--- src/rtl/pipe_hazard_unit_pkg.sv ---
// Shared encodings for the RV64 forwarding/hazard controller.
// Operand-mux selects, controller FSM states and the canonical NOP.
package pipe_hazard_unit_pkg;

  localparam logic [1:0] FW_RF  = 2'b00;
  localparam logic [1:0] FW_LS  = 2'b01;
  localparam logic [1:0] FW_WB  = 2'b10;
  localparam logic [1:0] FW_WBQ = 2'b11;

  typedef enum logic {
    RUN = 1'b0,
    LU  = 1'b1
  } hz_state_e;

  localparam logic [31:0] NOP_INSTR = 32'h0000_0013;

endpackage

--- src/rtl/pipe_hazard_unit_fwd_sel.sv ---
// Priority forward-select for a single EX source operand.
// LS beats WB beats the one-cycle WB_Q copy; x0 never forwards.
module fwd_sel_1src
  import pipe_hazard_unit_pkg::*;
#(
  parameter int IDX_W = 5
) (
  input  logic [IDX_W-1:0] rs,
  input  logic [IDX_W-1:0] rd_ls,
  input  logic             wben_ls,
  input  logic [IDX_W-1:0] rd_wb,
  input  logic             wben_wb,
  input  logic [IDX_W-1:0] wbq_rd,
  input  logic             wbq_valid,
  output logic [1:0]       sel
);

  logic nz;
  logic hit_ls;
  logic hit_wb;
  logic hit_wbq;

  assign nz      = (rs != '0);
  assign hit_ls  = nz && wben_ls && (rd_ls == rs);
  assign hit_wb  = nz && wben_wb && (rd_wb == rs);
  assign hit_wbq = nz && wbq_valid && (wbq_rd == rs);

  always_comb begin
    sel = FW_RF;
    if (hit_ls) begin
      sel = FW_LS;
    end else if (hit_wb) begin
      sel = FW_WB;
    end else if (hit_wbq) begin
      sel = FW_WBQ;
    end
  end

endmodule

--- src/rtl/pipe_hazard_unit.sv ---
// Forwarding, load-use, redirect and freeze control for IF/ID/EX/LS/WB.
// Define HAZARD_PERF_CNT_EN to add stall/flush/freeze event counters.
module pipe_hazard_unit
  import pipe_hazard_unit_pkg::*;
#(
  parameter int XLEN  = 64,
  parameter int NSRC  = 2,
  parameter int IDX_W = 5
) (
  input  logic                  clk,
  input  logic                  rst_n,
  input  logic [NSRC*IDX_W-1:0] rs_idx_id,
  input  logic [NSRC-1:0]       rs_used_id,
  input  logic [NSRC*IDX_W-1:0] rs_idx_ex,
  input  logic [IDX_W-1:0]      rd_ex,
  input  logic [IDX_W-1:0]      rd_ls,
  input  logic [IDX_W-1:0]      rd_wb,
  input  logic                  wben_ex,
  input  logic                  wben_ls,
  input  logic                  wben_wb,
  input  logic                  is_load_ex,
  input  logic [XLEN-1:0]       wb_data,
  input  logic                  redirect_ex,
  input  logic                  ls_busy,
  output logic [NSRC*2-1:0]     fw_sel,
  output logic [XLEN-1:0]       wb_data_q,
  output logic                  stall_pc,
  output logic                  stall_id,
  output logic                  bubble_ex,
  output logic                  flush_id,
  output logic                  freeze
`ifdef HAZARD_PERF_CNT_EN
  ,
  output logic [31:0]           stall_cnt,
  output logic [31:0]           flush_cnt,
  output logic [31:0]           freeze_cnt
`endif
);

  hz_state_e        state_q;
  hz_state_e        state_d;
  logic             wbq_valid;
  logic [IDX_W-1:0] wbq_rd;
  logic [XLEN-1:0]  wbq_data;
  logic [NSRC-1:0]  lu_hit;
  logic             load_use;
  logic             stall;
  logic             bubble;
  logic             flush;

  assign freeze = ls_busy;

  for (genvar k = 0; k < NSRC; k++) begin : g_src
    fwd_sel_1src #(
      .IDX_W(IDX_W)
    ) u_fwd (
      .rs       (rs_idx_ex[k*IDX_W +: IDX_W]),
      .rd_ls    (rd_ls),
      .wben_ls  (wben_ls),
      .rd_wb    (rd_wb),
      .wben_wb  (wben_wb),
      .wbq_rd   (wbq_rd),
      .wbq_valid(wbq_valid),
      .sel      (fw_sel[k*2 +: 2])
    );

    assign lu_hit[k] = rs_used_id[k] &&
                       (rs_idx_id[k*IDX_W +: IDX_W] == rd_ex);
  end

  assign load_use = is_load_ex && wben_ex &&
                    (rd_ex != '0) && (|lu_hit);

  // Covers the regfile read-before-write slot for exactly one cycle.
  always_ff @(posedge clk or negedge rst_n) begin
    if (!rst_n) begin
      wbq_valid <= 1'b0;
      wbq_rd    <= '0;
      wbq_data  <= '0;
    end else if (!freeze) begin
      if (wben_wb && (rd_wb != '0)) begin
        wbq_valid <= 1'b1;
        wbq_rd    <= rd_wb;
        wbq_data  <= wb_data;
      end else begin
        wbq_valid <= 1'b0;
      end
    end
  end

  assign wb_data_q = wbq_data;

  always_ff @(posedge clk or negedge rst_n) begin
    if (!rst_n) begin
      state_q <= RUN;
    end else begin
      state_q <= state_d;
    end
  end

  // Redirect wins over load-use; a frozen pipe keeps the FSM still.
  always_comb begin
    state_d = state_q;
    stall   = 1'b0;
    bubble  = 1'b0;
    flush   = 1'b0;
    if (!freeze) begin
      if (redirect_ex) begin
        flush   = 1'b1;
        bubble  = 1'b1;
        state_d = RUN;
      end else if (state_q == LU) begin
        state_d = RUN;
      end else if (load_use) begin
        stall   = 1'b1;
        bubble  = 1'b1;
        state_d = LU;
      end
    end
  end

  assign stall_pc  = stall;
  assign stall_id  = stall;
  assign bubble_ex = bubble;
  assign flush_id  = flush;

`ifdef HAZARD_PERF_CNT_EN
  always_ff @(posedge clk or negedge rst_n) begin
    if (!rst_n) begin
      stall_cnt  <= '0;
      flush_cnt  <= '0;
      freeze_cnt <= '0;
    end else begin
      if (stall) begin
        stall_cnt <= stall_cnt + 32'd1;
      end
      if (flush) begin
        flush_cnt <= flush_cnt + 32'd1;
      end
      if (freeze) begin
        freeze_cnt <= freeze_cnt + 32'd1;
      end
    end
  end
`endif

endmodule
--- config.mk ---
export PLATFORM = sky130hd
export DESIGN_NAME = pipe_hazard_unit
export DESIGN_NICKNAME = d
export VERILOG_FILES = /design/src/rtl/pipe_hazard_unit_pkg.sv /design/src/rtl/pipe_hazard_unit_fwd_sel.sv /design/src/rtl/pipe_hazard_unit.sv
export SDC_FILE = /design/constraint.sdc
export NUM_CORES = 1
export LEC_CHECK = 0
export CAP_MARGIN = 20
export CORE_ASPECT_RATIO = 0.8
export CORE_MARGIN = 2
export CORE_UTILIZATION = 39
export DETAILED_ROUTE_END_ITERATION = 16
export MAX_ROUTING_LAYER = met4
export PLACE_DENSITY = 0.83
export SKIP_CTS_REPAIR_TIMING = 1
export SLEW_MARGIN = 20
export SYNTH_ARGS = -nofsm -noshare
export SYNTH_HDL_FRONTEND = slang
export SYNTH_HIERARCHICAL = 1
export SYNTH_SLANG_ARGS = --single-unit
--- constraint.sdc ---
create_clock -name clk -period 1.5 [get_ports clk]
set_input_delay 0.225 -clock clk [delete_from_list [all_inputs] [get_ports clk]]
set_output_delay 0.225 -clock clk [all_outputs]
set_load 0.05 [all_outputs]
; Word level (Yosys, flattened, before mapping)
; Cells that the tools add are included.
; W data, S select, Z words.
[word_totals]
ff_bits = 71
out_inout_bits = 73
wordCells = 52
[classes]
n_eq_ne = 8
muxes = 15
bitwise = 1
reduce_logical = 24
[ops]
columns = op, n
row1 = $eq A5 B5 Y1, 8
row2 = $reduce_bool A5 Y1, 4
row3 = $logic_and A1 B1 Y1, 18
row4 = $mux W2, 6
row5 = $mux W1, 9
row6 = $reduce_and A2 Y1, 1
row7 = $reduce_or A2 Y1, 1
row8 = $not A1 Y1, 1

; Depth between registers and ports, before layout
; Gate-level depths: netlist of run 1.
[logic_depth]
ltp_word = 8
ltp_mapped = 5
mapped_depth_nobuf = 4

; Hierarchy
; The synthesis of run 1 kept the hierarchy.
[modules_own_cells]
columns = module, n_inst, cells_per_inst, area_each_um2, seq_area_each_um2
row1 = pipe_hazard_unit, 1, 185, 2852.7, 1776.7
row2 = fwd_sel_1src, 2, 27, 203.9, 0.0

; Least setup slack after synthesis of run 1
; Ideal clock, no wire load.
[synth_path]
path_type = in2out
from = input port rd_ex[4]
to = output port stall_pc
arrival_time_ns = 2.318
required_ns = 1.275
slack_ns = -1.043
stages = 5
path_buffers = 1
cell_sequence = xor2_1 nor4_1 a32oi_1 nor3_1 buf_4
[synth_between]
elab_chain_cells = 8
elab_cells_between_ends = 12
cone_classes = 2 x eq/ne / 4 x mux / 6 x reduce/logical
[synth_lines]
columns = element, line_no
row1 = start: declaration, pipe_hazard_unit.sv:15  ; input logic [IDX_W-1:0] rd_ex,
row2 = $eq A5 B5 Y1, pipe_hazard_unit.sv:68  ; (rs_idx_id[k*IDX_W +: IDX_W] == rd_ex);
row3 = $logic_and A1 B1 Y1, pipe_hazard_unit.sv:67  ; assign lu_hit[k] = rs_used_id[k] &&
row4 = $reduce_or A2 Y1, pipe_hazard_unit.sv:72  ; (rd_ex != '0) && (|lu_hit);
row5 = $logic_and A1 B1 Y1 *, pipe_hazard_unit.sv:72
row6 = $mux W1 *, pipe_hazard_unit.sv:114  ; end else if (load_use) begin
row7 = $mux W1 *, pipe_hazard_unit.sv:112  ; end else if (state_q == LU) begin
row8 = $mux W1 *, pipe_hazard_unit.sv:108  ; if (redirect_ex) begin
row9 = $mux W1 *, pipe_hazard_unit.sv:107  ; if (!freeze) begin
row10 = end: declaration, pipe_hazard_unit.sv:27  ; output logic stall_pc,
; Every way passes the cells marked *; elsewhere a longest branch is shown, timed or not.

; Worst setup path after layout of run 1
[layout_path]
from = register wbq_rd[3]
to = output port fw_sel[1]
[layout_between]
elab_chain_cells = 5
[layout_lines]
columns = element, line_no
row1 = start: declaration, pipe_hazard_unit.sv:43  ; logic [IDX_W-1:0] wbq_rd;
row2 = start signal: assignment, pipe_hazard_unit.sv:83  ; wbq_rd <= rd_wb;
row3 = $eq A5 B5 Y1, pipe_hazard_unit_fwd_sel.sv:26  ; assign hit_wbq = nz && wbq_valid && (wbq_rd == rs);
row4 = $logic_and A1 B1 Y1, pipe_hazard_unit_fwd_sel.sv:26
row5 = $mux W2, pipe_hazard_unit_fwd_sel.sv:34  ; end else if (hit_wbq) begin
row6 = $mux W2, pipe_hazard_unit_fwd_sel.sv:32  ; end else if (hit_wb) begin
row7 = $mux W2, pipe_hazard_unit_fwd_sel.sv:30  ; if (hit_ls) begin
row8 = end: declaration, pipe_hazard_unit.sv:25  ; output logic [NSRC*2-1:0] fw_sel,
; No other way between the ends.

==> flow_summary.yaml, run 1 <==
run_status:
  outcome: "finished with violations"
  violations: "negative setup slack"
hold_path:
  worstHoldStart: "redirect_ex"
  hold_class: "in -> reg"
yosys:
  ys.flop_type: "dfrtp_1"
  async_flop_share: 1.00
  ys_ff_latch: 71
  synth_top_area_share: 0.545
  syn_area_um2: 3260
  yosysSeqAreaShare: 0.545
  ys_warn_count: 6
  synth_enable_flop_cells: 0
  synth.distinct_cells: 24
  synthTopCellsByArea: "dfrtp_1 54%, mux2_2 22%, xnor2_1 6.4%, xor2_1 4.3%, buf_6 2.4%"
  syn-instance-count: 239
  synth_area_leader_cell: "dfrtp_1"
  syn_avg_cell_area_um2: 13.6
  syn-num-nets: 348
global_routing:
  grt_antenna_before_repair: 0
  track_usage: 0.223
  grt_overflow: 0
  grt_pass1_vias: 2951
  grt_first_pass_wirelength_um: 15300
  grt_max_degree: 72
power:
  leakage_uw: 0.00313
  power.internal_uw: 4240
  netSwitchingPower_uw: 2390
  vdd_drop_max_v: 0.000699
  pwr_density_cell_nw_per_um2: 1060
  finalPower_uw: 6630
  seq_power_share: 0.364
  clkPwrFrac: 0.221
  p_sw_frac: 0.360
  p_comb_frac: 0.414
clocking:
  cts_buffer_depth: 2
  root_buffer: "clkbuf_8"
  clk_latency_ns: 0.33
  htree_levels: 3
  cts_tree: "built"
  clock_sinks: 71
  numCtsBuffers: 9
  cts.reportedPaths.clkPinSlew_ns: 0.07
routing:
  vias: 2798
  first_iter_violations: 91
  drt_wl_total_um: 10400
  route.antenna.remaining_nets: 0
  viasPerCell: 4.85
  dr.pass1.iters: 4
  drt_drc_violations_left: 0
  routedWlPerCell_um: 17.9
timing:
  fin_crit_sh: 1.30
  rsz0062_at_grt: "yes"
  setup_viol: 48
  post-route-min-period_ns: 1.94
  max_freq_ghz: 0.515
  drv_slew: 0
  hold_viol_final: 0
  slew_headroom: 0.750
  setup_ws_ns: -0.444
  fin_skew_ns: 0
  tightest_slew_ns: 0.375
worst_setup_path:
  critPathArrivalTime_ns: 1.72
  cp-end-kind: "primary output"
  crit_type: "reg -> out"
  start_kind: "flip-flop"
  startpoint: "wbq_rd[3]"
  crit_fanout: 3
  r2r-start: "state_q"
  cp.required_ns: 1.27
die:
  die_h_um: 85.8
  io_pins: 182
  rows: 29
  start_util: 0.407
  dieArea_um2: 9110
  design.core.area_um2: 8020
  dieWidth_um: 106
finish:
  drive_gt1_frac: 0.475
  antennaDiodeCount: 0
  fin_area_um2: 6240
  layout_common_cells: "85 x buf_4, 77 x clkdlybuf4s50_1, 71 x dfrtp_1"
  syn2layout_area_growth_pct: 91.3
  layout.nets: 573
  final_common_cell: "buf_4"
  fin_util: 0.778
placement:
  io_buffers: 181
  dp_hpwl_um: 7360
  gp_congestion: 0.847
  pre_cts_ws_ns: -0.766
  placed_area_um2: 5670
run:
  drv_cap: 0
[layout make-up]
class | instances | area (µm²)
repair buffers | 223 | 2340
flip-flops and latches | 71 | 1780
well taps | 108 | 135
clock buffers | 12 | 145
multi-input cells | 159 | 1800
fillers | 510 | 1780
clock inverters | 4 | 45.0
[path summary, 6_finish.rpt]
kind                                  to  slack (ns)  cells past startpoint
max                            fw_sel[1]       -0.44                      5
min                              state_q        0.19                      2
max reg2reg                      state_q        0.41                      4
min reg2reg                wb_data_q[59]        0.51                      1
max in group asynchronous   wb_data_q[8]        0.75                      3
min in group asynchronous  wb_data_q[14]        0.44                      3
[registers in the layout (all words and copies together) (netlist names)]
name / cells
state_q: 1
wb_data_q: 64
wbq_rd: 5
wbq_valid: 1
[metrics by stage]
stage                     setup TNS (ns)  std cells  hold WS (ns)
final                              -3.32        577         0.192
after global routing               -4.40        577         0.201
after CTS                         -29.52        565       -0.0824
after detailed placement          -54.98        549         0.275
after global placement            -52.21        549         0.270
after floorplan                   -12.11        239       -0.0706
[worst max-delay path, cell delays in order (launching register included)]
cell and delay, ns:
dfrtp_1 0.43, xnor2_1 0.15, nand4_1 0.14, or3_4 0.36, a21oi_4 0.15, buf_12 0.15
[logic make-up (layout without fill, tap and decap cells)]
group	after synthesis	after routing	share of synthesized area
compound gates	10	10	0.0242
flops	71	71	0.545
buf+inv	9	239	0.0288
xor+xnor	40	40	0.107
mux	64	64	0.221
simple gates	45	45	0.0737
[cell usage after synthesis (2+ instances only)]
library cell / count
buf_6: 7
nand2_1: 18
or4_1: 5
nand4_1: 6
buf_4: 2
nor3_1: 4
a21oi_1: 2
xnor2_1: 24
a21o_1: 2
or3_2: 2
mux2_2: 64
nor2_1: 2
nor4_1: 4
nor2b_1: 2
xor2_1: 16
dfrtp_1: 71
[routing by layer]
| layer | wire length (µm) | up-vias | GRT usage | share of wire |
|---|---|---|---|---|
| met4 | 119 | 0 | 0.0574 | 0.011 |
| li1 | - | 1287 | - | - |
| met5 | 0 | - | - | 0 |
| met1 | 4340 | 1395 | 0.274 | 0.42 |
| met3 | 514 | 9 | 0.0502 | 0.050 |
| met2 | 5380 | 107 | 0.374 | 0.52 |
[power by group through the flow]
stage          Clock [µW]  Combinational, µW  Sequential (µW)
6_report             1470               2750             2420
5_1_grt              1610               2850             2450
4_1_cts              1510               2660             2410
3_5_place_dp            0               2660             2430
3_3_place_gp            0               2620             2420
2_1_floorplan           0                686             3350
Power figures use the tool's default switching activity.
==> inputs of run 2 (changes only) <==
CORE_MARGIN = 4   (was 2)
==> run 2 against run 1 <==
Compared with the run above:
- the run still ends with negative setup slack left
- setup slack lost 0.047 ns
- sequential power is essentially flat
- flip-flop and latch count is the same
- total power grew 2.9%
- largest cell class unchanged
- die area grew 8.6%
- critical endpoint is now fw_sel[3]
- clock power grew 12%
- core utilization grew 0.23 points
- cell count grew 0.52%
==> flow_summary.yaml, run 2 (synthesis results as in run 1) <==
run_status:
  outcome: "finished with violations"
  violations: "negative setup slack"
finish:
  layout_common_cells: "92 x buf_4, 74 x clkdlybuf4s50_1, 70 x dfrtp_1"
  final_common_cell: "buf_4"
  stdcell_count: 580
  largest_reg_flops: 64
  drive_gt1_frac: 0.505
  syn2layout_area_growth_pct: 91.9
  layout.nets: 576
timing:
  setup_viol: 14
  max_freq_ghz: 0.502
  drv_slew: 0
  slew_headroom: 0.765
  post-route-min-period_ns: 1.99
  setup_ws_ns: -0.491
  tightest_slew_ns: 0.349
  hold_slack_ns: 0.223
  hold_viol_final: 0
  fin_skew_ns: 0
  rsz0062_at_grt: "yes"
  fin_crit_sh: 1.33
placement:
  pre_cts_ws_ns: -0.730
  dp_cells: 550
  gp_congestion: 0.833
  dp_hpwl_um: 7520
  io_buffers: 181
worst_setup_path:
  cp.required_ns: 1.27
  rrSetupSlack_ns: 0.36
  crit_type: "reg -> out"
  start_kind: "flip-flop"
  critPathArrivalTime_ns: 1.77
  crit_fanout: 3
  cp-end-kind: "primary output"
global_routing:
  grt_antenna_before_repair: 1
  track_usage: 0.193
  grt_max_degree: 46
  grt_pass1_vias: 2786
  grt_first_pass_wirelength_um: 14400
  grt_overflow: 0
die:
  rows: 29
  io_pins: 182
  dieArea_um2: 9900
  start_util: 0.407
  dieWidth_um: 110
  design.core.area_um2: 8020
  die_h_um: 89.8
clocking:
  cts.reportedPaths.clkPinSlew_ns: 0.07
  htree_levels: 3
  cts_buffer_depth: 2
  clock_sinks: 71
  cts_tree: "built"
  root_buffer: "clkbuf_8"
  numCtsBuffers: 9
  clk_latency_ns: 0.33
routing:
  dr.pass1.iters: 4
  vias: 2695
  drt_drc_violations_left: 0
  route.antenna.remaining_nets: 0
  first_iter_violations: 69
  routedWlPerCell_um: 17.9
  viasPerCell: 4.65
  drt_wl_total_um: 10400
run:
  drv_cap: 0
hold_path:
  hold_class: "in -> reg"
power:
  finalPower_uw: 6820
  pwr_density_cell_nw_per_um2: 1090
  vdd_drop_max_v: 0.000979
  leakage_uw: 0.00313
run 2: cell count changes in the layout (fill, tap and decap cells not counted), moves of 3 or more:
| cell | before | now |
|---|---|---|
| xnor2_1 | 21 | 18 |
| buf_6 | 9 | 13 |
| clkdlybuf4s50_1 | 77 | 74 |
| xnor2_2 | 3 | 6 |
| clkbuf_16 | 7 | 4 |
| buf_4 | 85 | 92 |
run 2: final cells by class:
cell class	count	area [µm²]
Timing Repair Buffer	226	2270
Multi-Input combinational cell	159	1860
Sequential cell	71	1780
Fill cell	504	1760
Tap cell	108	135
Clock buffer	9	124
Clock inverter	6	86.3
Antenna cell	1	2.50
run 2: power breakdown:
group / total [µW] / internal, µW / switching [µW] / leakage, µW
clock network: 1640 / 924 / 716 / 0.000105
logic: 2770 / 1250 / 1520 / 0.00218
registers: 2410 / 2200 / 209 / 0.000838
run 2: metrics by stage:
stage / TNS (ns) / instance area (µm²) / util
2_1_floorplan: -12.11 / 3620 / -
3_3_place_gp: -50.68 / 5680 / 0.708
3_5_place_dp: -51.78 / 5680 / 0.708
4_1_cts: -25.95 / 5890 / 0.735
5_1_grt: -2.86 / 6260 / 0.780
6_report: -2.26 / 6260 / 0.780
run 2: final timing paths:
path,from,endpoint,cells after the start
worst max-delay path,wbq_rd[1],fw_sel[3],5
worst min-delay path,rd_wb[4],wbq_rd[4],4
worst max register to register,state_q,state_q,4
worst min register to register,wb_data_q[9],wb_data_q[9],1
max in group asynchronous,rst_n,wb_data_q[15],3
min in group asynchronous,rst_n,wb_data_q[56],2
run 2: routing by layer:
metal | global-route usage | wire length (µm) | vias to the layer above
met5 | - | 0 | -
met4 | 0.0451 | 89 | 0
met3 | 0.0544 | 772 | 6
met2 | 0.301 | 4970 | 117
met1 | 0.250 | 4540 | 1275
li1 | - | - | 1297
run 2: critical path, cell delays in order, from the launching register on:
cell and delay, ns:
dfrtp_1 0.44, xnor2_1 0.15, nand4_1 0.17, or3_4 0.37
a21oi_4 0.15, buf_12 0.15
==> inputs of run 3 (changes only) <==
CORE_UTILIZATION = 30   (was 39)
PLACE_DENSITY = 0.67   (was 0.83)
SYNTH_HIERARCHICAL = default   (was 1)
==> run 3 against run 2 <==
Compared with the run above:
- the run still ends with negative setup slack left
- maximum frequency increased by 1.1%
- setup slack gained 0.021 ns
- sequential power about the same
- flip-flop and latch count unchanged
- critical path depth did not move
- worst hold slack worse by 0.058 ns
- total power rose by 6.3%
==> flow_summary.yaml, run 3 <==
run_status:
  outcome: "finished with violations"
  violations: "negative setup slack"
timing:
  setup_viol: 7
  setup_ws_ns: -0.470
  slew_headroom: 0.801
  rsz0062_at_grt: "yes"
  hold_viol_final: 0
  max_freq_ghz: 0.508
  drv_slew: 0
  tightest_slew_ns: 0.298
  fin_skew_ns: 0
  fin_crit_sh: 1.31
  post-route-min-period_ns: 1.97
yosys:
  syn_area_um2: 3260
  syn_avg_cell_area_um2: 13.6
  synth_top_area_share: 0.545
  synth.distinct_cells: 24
  ys_ff_latch: 71
  synth_enable_flop_cells: 0
  ys_warn_count: 0
  synth_area_leader_cell: "dfrtp_1"
  synthTopCellsByCount: "71 x dfrtp_1, 64 x mux2_2, 24 x xnor2_1, 18 x nand2_1, 16 x xor2_1"
  ys.flop_type: "dfrtp_1"
  synthTopCellsByArea: "dfrtp_1 55%, mux2_2 22%, xnor2_1 6.5%, xor2_1 4.3%, buf_6 2.4%"
  async_flop_share: 1.00
  syn-num-nets: 348
  synthMostInstantiatedCell: "dfrtp_1"
  syn-instance-count: 239
  yosysSeqAreaShare: 0.545
finish:
  layout_common_cells: "91 x buf_4, 73 x clkdlybuf4s50_1, 71 x dfrtp_1"
  layout.nets: 575
  fin_area_um2: 6310
  antennaDiodeCount: 0
  drive_gt1_frac: 0.512
  syn2layout_area_growth_pct: 93.7
  stdcell_count: 611
  final_common_cell: "buf_4"
  largest_reg_flops: 64
  fin_util: 0.606
global_routing:
  grt_max_degree: 36
  grt_antenna_before_repair: 0
  track_usage: 0.150
  use_met2: 0.247
  use_met3: 0.0395
  grt_util_met1: 0.186
  grt_first_pass_wirelength_um: 14800
  grt_overflow: 0
  busiest_layer: "met2"
  grt_pass1_vias: 2884
clocking:
  cts_tree: "built"
  clk_latency_ns: 0.32
  cts_buffer_depth: 2
  numCtsBuffers: 9
  clock_sinks: 71
  htree_levels: 3
  cts.reportedPaths.clkPinSlew_ns: 0.06
  root_buffer: "clkbuf_16"
worst_setup_path:
  crit_fanout: 3
  cp_cell_sequence: "xnor2_1 -> nand4_1 -> or3_4 -> a21oi_4 -> buf_12"
  slowest_stage: "dfrtp_1"
  critPathArrivalTime_ns: 1.74
  max_stage_delay_ns: 0.42
  crit_type: "reg -> out"
  cp-end-kind: "primary output"
  cp.required_ns: 1.27
  start_kind: "flip-flop"
die:
  design.core.area_um2: 10400
  rows: 33
  dieWidth_um: 125
  io_pins: 182
  dieArea_um2: 12600
  die_h_um: 101
  start_util: 0.313
placement:
  dp_hpwl_um: 7390
  placed_area_um2: 5660
  gp_congestion: 0.798
  io_buffers: 181
  dp_cells: 583
  pre_cts_ws_ns: -0.765
run:
  drv_cap: 0
routing:
  drt_wl_total_um: 10200
  viasPerCell: 4.47
  drt_drc_violations_left: 0
  first_iter_violations: 69
  dr.pass1.iters: 4
  vias: 2732
  route.antenna.remaining_nets: 0
  routedWlPerCell_um: 16.7
hold_path:
  hold_class: "in -> reg"
power:
  leakage_uw: 0.00312
  finalPower_uw: 7250
  pwr_density_cell_nw_per_um2: 1150
  vdd_drop_max_v: 0.000607
[run 3: cell count changes after synthesis]
cell / change
or3_1: +2
or3_2: -2
[run 3: routing by layer]
metal / part of all wire / up-vias
met5: 0 / -
met4: 0.0089 / 0
met3: 0.044 / 8
met2: 0.49 / 102
met1: 0.46 / 1326
li1: - / 1296
[run 3: worst paths after layout]
| check | from | to | slack, ns | depth (start not counted) |
|---|---|---|---|---|
| min in group asynchronous | rst_n | wb_data_q[8] | 0.34 | 2 |
| hold reg to reg | wb_data_q[62] | wb_data_q[62] | 0.51 | 1 |
| hold / removal | rd_wb[4] | wbq_rd[4] | 0.17 | 3 |
| max in group asynchronous | rst_n | wb_data_q[63] | 0.65 | 3 |
| setup reg to reg | state_q | state_q | 0.55 | 3 |
| setup / recovery | wbq_rd[3] | fw_sel[1] | -0.47 | 5 |
[run 3: kinds of logic after synthesis]
| logic type | after synthesis | synth area share |
|---|---|---|
| DFF | 71 | 0.545 |
| muxes | 64 | 0.221 |
| xor gates and xnor gates | 40 | 0.108 |
| and+or+nand+nor | 45 | 0.0730 |
| AOI/OAI and AO/OA | 10 | 0.0242 |
| buffers and inverters | 9 | 0.0288 |
[run 3: per-stage QoR]
stage               TNS (ns)  hold WS, ns
floorplan             -12.13      -0.0706
global placement      -54.99        0.140
detailed placement    -56.24        0.140
CTS                   -31.75       -0.210
global route           -2.63        0.202
finish                 -2.17        0.165
[run 3: critical path: cells and delay by family (launching register included)]
kind | cells | cell delay, ns
flip-flops | 1 | 0.42
XOR/XNOR | 1 | 0.20
AO/OA/AOI/OAI | 1 | 0.15
buffers and inverters | 1 | 0.15
AND/OR/NAND/NOR | 2 | 0.50
[run 3: final cells by class]
cell class	instances	area, µm²
Timing Repair Buffer	225	2240
Fill cell	835	4100
Tap cell	140	175
Clock inverter	6	60.1
Multi-Input combinational cell	159	1820
Clock buffer	10	239
Sequential cell	71	1780
[run 3: report_power, final]
part	leakage [µW]	internal (µW)	switching (µW)	total, µW
registers	0.000840	2210	204	2410
clock network	0.000144	1320	781	2100
logic	0.00214	1230	1510	2730
